<file path="src/rtl/mem_port_arbiter.sv">
// Shares a single memory/cache port between instruction fetch (IF) and the
// data-memory stage (DM). One transaction in flight at a time; DM has priority,
// but IF is forced to win after MAX_STREAK consecutive DM grants while it waits.
module mem_port_arbiter #(
    parameter int unsigned ADDR_W     = 32,
    parameter int unsigned DATA_W     = 32,
    parameter int unsigned MAX_STREAK = 4
) (
    input  logic              clk,
    input  logic              rst_n,
    // instruction fetch side
    input  logic              if_req_i,
    input  logic [ADDR_W-1:0] if_addr_i,
    output logic              if_gnt_o,
    output logic              if_rvalid_o,
    output logic [DATA_W-1:0] if_rdata_o,
    // data memory side
    input  logic              dm_req_i,
    input  logic              dm_we_i,
    input  logic [ADDR_W-1:0] dm_addr_i,
    input  logic [DATA_W-1:0] dm_wdata_i,
    output logic              dm_gnt_o,
    output logic              dm_rvalid_o,
    output logic [DATA_W-1:0] dm_rdata_o,
    // shared port
    output logic              mem_req_o,
    output logic              mem_we_o,
    output logic [ADDR_W-1:0] mem_addr_o,
    output logic [DATA_W-1:0] mem_wdata_o,
    input  logic              mem_ready_i,
    input  logic              mem_rvalid_i,
    input  logic [DATA_W-1:0] mem_rdata_i,
    // pipeline stall
    output logic              cache_busy_o
);

    localparam int unsigned STREAK_W = 4;

    typedef enum logic [1:0] {
        IDLE  = 2'd0,
        ISSUE = 2'd1,
        RESP  = 2'd2
    } state_e;

    state_e               state_q, state_d;
    logic                 owner_q, owner_d;   // 1 = DM owns the transaction
    logic                 we_q, we_d;
    logic [ADDR_W-1:0]    addr_q, addr_d;
    logic [DATA_W-1:0]    wdata_q, wdata_d;
    logic [STREAK_W-1:0]  streak_q, streak_d;

    logic arb_en;
    logic resp_done;
    logic streak_max;
    logic if_win;
    logic dm_win;
    logic grant;

    // Arbitration: open in IDLE or on the completing RESP cycle
    always_comb begin
        resp_done  = (state_q == RESP) && mem_rvalid_i;
        arb_en     = (state_q == IDLE) || resp_done;
        streak_max = (streak_q == STREAK_W'(MAX_STREAK));
        dm_win     = arb_en && dm_req_i && (!if_req_i || !streak_max);
        if_win     = arb_en && if_req_i && !dm_win;
        grant      = if_win || dm_win;
    end

    // State register
    always_ff @(posedge clk or negedge rst_n) begin
        if (!rst_n) begin
            state_q <= IDLE;
        end else begin
            state_q <= state_d;
        end
    end

    // Next-state logic
    always_comb begin
        state_d = state_q;
        case (state_q)
            IDLE:    if (grant) state_d = ISSUE;
            ISSUE:   if (mem_ready_i) state_d = RESP;
            RESP:    if (mem_rvalid_i) state_d = grant ? ISSUE : IDLE;
            default: state_d = IDLE;
        endcase
    end

    // Capture the winner's request and update the DM streak counter
    always_comb begin
        owner_d  = owner_q;
        we_d     = we_q;
        addr_d   = addr_q;
        wdata_d  = wdata_q;
        streak_d = streak_q;
        if (grant) begin
            owner_d = dm_win;
            we_d    = dm_win && dm_we_i;
            addr_d  = dm_win ? dm_addr_i : if_addr_i;
            wdata_d = dm_win ? dm_wdata_i : '0;
        end
        if (!if_req_i || if_win) begin
            streak_d = '0;
        end else if (dm_win && !streak_max) begin
            streak_d = streak_q + STREAK_W'(1);
        end
    end

    // Transaction registers
    always_ff @(posedge clk or negedge rst_n) begin
        if (!rst_n) begin
            owner_q  <= 1'b0;
            we_q     <= 1'b0;
            addr_q   <= '0;
            wdata_q  <= '0;
            streak_q <= '0;
        end else begin
            owner_q  <= owner_d;
            we_q     <= we_d;
            addr_q   <= addr_d;
            wdata_q  <= wdata_d;
            streak_q <= streak_d;
        end
    end

    // Output decode: port drive, grant pulses, response routing, stall
    always_comb begin
        if_gnt_o     = if_win;
        dm_gnt_o     = dm_win;
        mem_req_o    = (state_q == ISSUE);
        mem_we_o     = we_q;
        mem_addr_o   = addr_q;
        mem_wdata_o  = wdata_q;
        if_rvalid_o  = resp_done && !owner_q;
        dm_rvalid_o  = resp_done && owner_q;
        if_rdata_o   = if_rvalid_o ? mem_rdata_i : '0;
        dm_rdata_o   = dm_rvalid_o ? mem_rdata_i : '0;
        cache_busy_o = (if_req_i && !if_win) || (dm_req_i && !dm_win)
                     || ((state_q != IDLE) && !mem_rvalid_i);
    end

endmodule

</file>
<file path="config.mk">
export PLATFORM = sky130hd
export DESIGN_NAME = mem_port_arbiter
export DESIGN_NICKNAME = d
export VERILOG_FILES = /design/src/rtl/mem_port_arbiter.sv
export SDC_FILE = /design/constraint.sdc
export NUM_CORES = 1
export LEC_CHECK = 0
export CORE_AREA = 2 2 103 105
export CTS_CLUSTER_SIZE = 30
export DETAILED_ROUTE_END_ITERATION = 10
export DIE_AREA = 0 0 105 107
export PLACE_DENSITY = 0.85
export SYNTH_ARGS = -nofsm -noshare
export SYNTH_HDL_FRONTEND = slang
export SYNTH_SLANG_ARGS = --single-unit
</file>
<file path="constraint.sdc">
create_clock -name clk -period 4.06 [get_ports clk]
set_input_delay 0.812 -clock clk [delete_from_list [all_inputs] [get_ports clk]]
set_output_delay 0.812 -clock clk [all_outputs]
set_load 0.03 [all_outputs]
</file>
# After elaboration in Yosys (flattened, before gate mapping)

Cells that the tools add are included.
W data, S select, Z words.

Bits in registers: 72
Bits of input ports: 135
Output and inout bits: 135

$add $sub $neg: 1
Equal/unequal tests: 6
Muxes and demuxes: 11
Reductions and logical operators: 28

Operators with widths:

| operator              | count |
|---|---|
| $mux W32              | 4 |
| $logic_and A1 B1 Y1   | 12 |
| $mux W4               | 2 |
| $logic_not A1 Y1      | 6 |
| $logic_or A1 B1 Y1    | 6 |
| $mux W2               | 3 |
| $pmux W2 S3           | 1 |
| $add A4 B1 Y4 const B | 1 |
| $eq A4 B3 Y1 const B  | 1 |
| $ne A2 B2 Y1 const B  | 2 |
| $reduce_bool A2 Y1    | 2 |
| $reduce_and A3 Y1     | 1 |
| $eq A2 B1 Y1 const B  | 1 |
| $eq A2 B2 Y1 const B  | 1 |
| $logic_not A2 Y1      | 1 |
| $ne A2 B1 Y1 const B  | 1 |
| $mux W1               | 1 |

# Logic depth before layout (Yosys ltp)

Word-level depth: 11
Depth in mapped cells: 8

# Worst setup path after synthesis

No wires, ideal clock.

Path kind: input port to output port
Start point: in mem_rvalid_i
End point: out dm_rdata_o[22]
Arrival time: 2.061 ns
Data required time: 3.248 ns
Slack: 1.187 ns
Stages on the path: 4
Path through: nand2_1 > nor3b_1 > clkbuf_1 > and2_1

Word-level cells in the longest chain between the ends: 3

RTL lines:

| element             | RTL line | source |
|---|---|---|
| from (decl)         | 31       | `input logic mem_rvalid_i,` |
| $logic_and A1 B1 Y1 | 61       | `resp_done = (state_q == RESP) && mem_rvalid_i;` |
| $logic_and A1 B1 Y1 | 135      | `dm_rvalid_o = resp_done && owner_q;` |
| net dm_rvalid_o     | 23       | `output logic dm_rvalid_o,` |
| $mux W32            | 137      | `dm_rdata_o = dm_rvalid_o ? mem_rdata_i : '0;` |
| to (decl)           | 24       | `output logic [DATA_W-1:0] dm_rdata_o,` |

The timed path passes the listed nets, and every way through them passes these cells.

# Final worst setup path

Start point: in mem_rvalid_i
End point: out if_rdata_o[5]

Word-level cells in the longest chain between the ends: 3

RTL lines:

| element             | RTL line | source |
|---|---|---|
| $logic_and A1 B1 Y1 | 61       |  |
| $logic_and A1 B1 Y1 | 134      | `if_rvalid_o = resp_done && !owner_q;` |
| $mux W32            | 136      | `if_rdata_o = if_rvalid_o ? mem_rdata_i : '0;` |
| to (decl)           | 16       | `output logic [DATA_W-1:0] if_rdata_o,` |

Every way passes these cells.

==> impl_results.md <==
- Clk slew on worst S/H paths: 80 ps
- RSZ-0062 raised after global routing: false
- Met2 routed WL: 5760 um
- Most numerous cell in the Yosys netlist: dfrtp_1
- Slew margin rel.: 43.2%
- Startpoint types: primary input
- Wire per inst: 16.6 um
- CP arrival: 2830 ps
- Clk pwr share: 12.4%
- Fin. max-slew vios: 0
- Kind of critical path: primary input to primary output
- Critical path peak fanout: 29
- Worst Hold Slack: 502 ps
- Worst skew pair latency: 340 ps
- Sink Count: 72
- Port-buffer cells: 269
- PwrDens: 637 mW/mm2
- Die area: 0.0112 mm2
- Vias in the first global route: 3,538
- Remaining Overflow, GRT: 0
- GRT Total Usage: 20.4%
- Sw power: 1.74 mW
- Final antenna-violating net count: 0
- Yosys reg bits: 72
- Max-Cap Viols: 0
- Clock tree buffer depth: 2
- Yosys top cell by area: dfrtp_1
- Total wire length: 11,800 um
- Routability cong.: 0.770
- CTS tree: yes
- Synthesized area: 0.00339 mm2
- Final nets: 705
- Via/cell ratio: 4.91
- DRT met1 WL: 4800 um
- Iter 0 DRT Violations: 120
- Predominant post-synthesis flop cell: dfrtp_1
- Switching share of power: 43.0%
- Hold Buf Count CTS: 0
- Async SR Flop Fraction: 100%
- Drt drc: 0
- Root buffer cell: clkbuf_8
- H-tree levels: 3
- Crit share post-route: 89.7%
- Share of cells above drive strength 1: 5.58%
- Die Wd: 105 um
- Internal power: 2.31 mW
- Resized cells post-CTS: 0
- Setup violators final: 0
- Initial Util: 33.6%
- Worst Path Required: 3250 ps
- DIE HEIGHT: 107 um
- Unique masters post-synth: 28
- Final TNS setup: 0 ps
- Footprint of the multi-input gates: 0.00143 mm2
- Crit path capture type: primary output
- Pre-CTS setup slack: 434 ps
- Fin crit period: 3640 ps
- Peak supply drop: 0.365 mV
- Sequential cell area: 0.00180 mm2
- Cell Count, Final, Fillers Out: 709
- DR top layer: met4
- Fmax: 275 MHz
- # fillers: 815
- Ant diodes: 0
- Dpl hpwl: 9020 um
- Synth top area share: 53.2%
- R2R Setup Slk: 2260 ps
- Hold Path Class: register to register
- Row count: 37
- Core Area: 0.0101 mm2
- Number of cells after detailed placement: 693
- Largest net degree at the start of global routing: 73
- Leak: 2.59 nW
- Syn avg cell area: 11.1 um2
- Num ports: 270
- Seq/Total Area, Yosys: 53.2%
- Via count: 3,479
- Status: finished clean
- Min setup slack post-route: 419 ps
- Mapped Cells: 306
- Setup Buffers After CTS: 0
- Flop pwr share: 30.0%
- EDFF count, synth: 0
- Top cells by instance count after synthesis: dfrtp_1, and2_1, a22o_1, a2bb2oi_1, o22ai_1
- TritonRoute pass-1 iters: 4
- Comb pwr share: 57.6%
- First-pass GRT wire length: 18,300 um
- Num CTS Buffers: 9
- Actual slew at the worst max-slew pin: 852 ps
- Mapped Nets: 443
- Initial antenna violation count: 0
- Ys Warns: 0
- Synth top area cells: dfrtp_1, and2_1, a22o_1
- Final core occ: 63.1%
- Final hold violation count: 0
- Area Overhead vs Synth: 87.9%
- Met3 WL: 1000 um
- Final Skew: 9.61 ps
layout by cell type (no fill, tap or decap), drive strengths merged, types with 3 or more instances in the layout:
master | Yosys | routed
a2bb2oi | 33 | 33
clkbuf | 9 | 10
buf | 18 | 11
o21ai | 5 | 5
o22ai | 33 | 33
inv | 5 | 6
nand2b | 3 | 3
nor2 | 5 | 5
a21oi | 3 | 3
and2 | 64 | 64
clkinv | 0 | 4
a22o | 33 | 33
dfrtp | 72 | 72
clkdlybuf4s50 | 0 | 267
nand2 | 8 | 8
routing by layer:
layer | track usage, % | vias up
met5 | 0 | -
met4 | 7.52 | 0
met3 | 6.57 | 24
met2 | 33.6 | 174
met1 | 25.0 | 1627
li1 | - | 1654
final cells by class:
| type | count | share of cell area (%) |
|---|---|---|
| Inverter | 5 | 0.295 |
| Multi-Input combinational cell | 202 | 22.5 |
| Sequential cell | 72 | 28.3 |
| Timing Repair Buffer | 278 | 43.5 |
| Clock inverter | 6 | 0.688 |
| Clock buffer | 10 | 2.01 |
| Tap cell | 136 | 2.67 |
worst paths after layout:
kind,to,cells past startpoint,from
min in group asynchronous,mem_wdata_o[25],1,rst_n
max in group asynchronous,mem_addr_o[17],1,rst_n
setup / recovery,if_rdata_o[5],6,mem_rvalid_i
hold / removal,mem_wdata_o[10],1,mem_wdata_o[10]
hold reg to reg,mem_wdata_o[10],1,mem_wdata_o[10]
setup reg to reg,mem_wdata_o[31],6,streak_q[0]
through the flow:
step,total power [mW],area (um2)
floorplan,2.54,3390
global placement,3.51,6190
detailed placement,3.56,6190
CTS,4.09,6360
global route,4.26,6360
finish,4.05,6360
cells by family (layout without fill, tap and decap cells):
logic type	count (synthesis)	count (layout)	share of synthesized area, %
flip-flops	72	72	53.2
multiplexers	1	1	0.296
AO/OA/AOI/OAI	110	110	25.0
AND/OR/NAND/NOR	89	89	15.8
adder cells (fa/ha/maj)	2	2	0.739
buffers and inverters	32	299	4.95
flip-flops by register name, summed over array words and instances (netlist names):
name         count
mem_addr_o      32
mem_wdata_o     32
mem_we_o         1
owner_q          1
state_q          2
streak_q         4
power groups by stage:
stage / Clock [mW] / Sequential [mW] / Combinational, mW
finish: 0.502 / 1.21 / 2.34
global route: 0.554 / 1.25 / 2.46
CTS: 0.522 / 1.22 / 2.35
detailed placement: 0 / 1.21 / 2.35
global placement: 0 / 1.21 / 2.30
floorplan: 0 / 1.77 / 0.773
worst max-delay path: stages:
cell and delay [ps]:
clkdlybuf4s50_1 510, nand2_1 100, nor3_2 340, buf_12 210
and2_1 150, clkdlybuf4s50_1 690
Power figures use the tool's default switching activity.
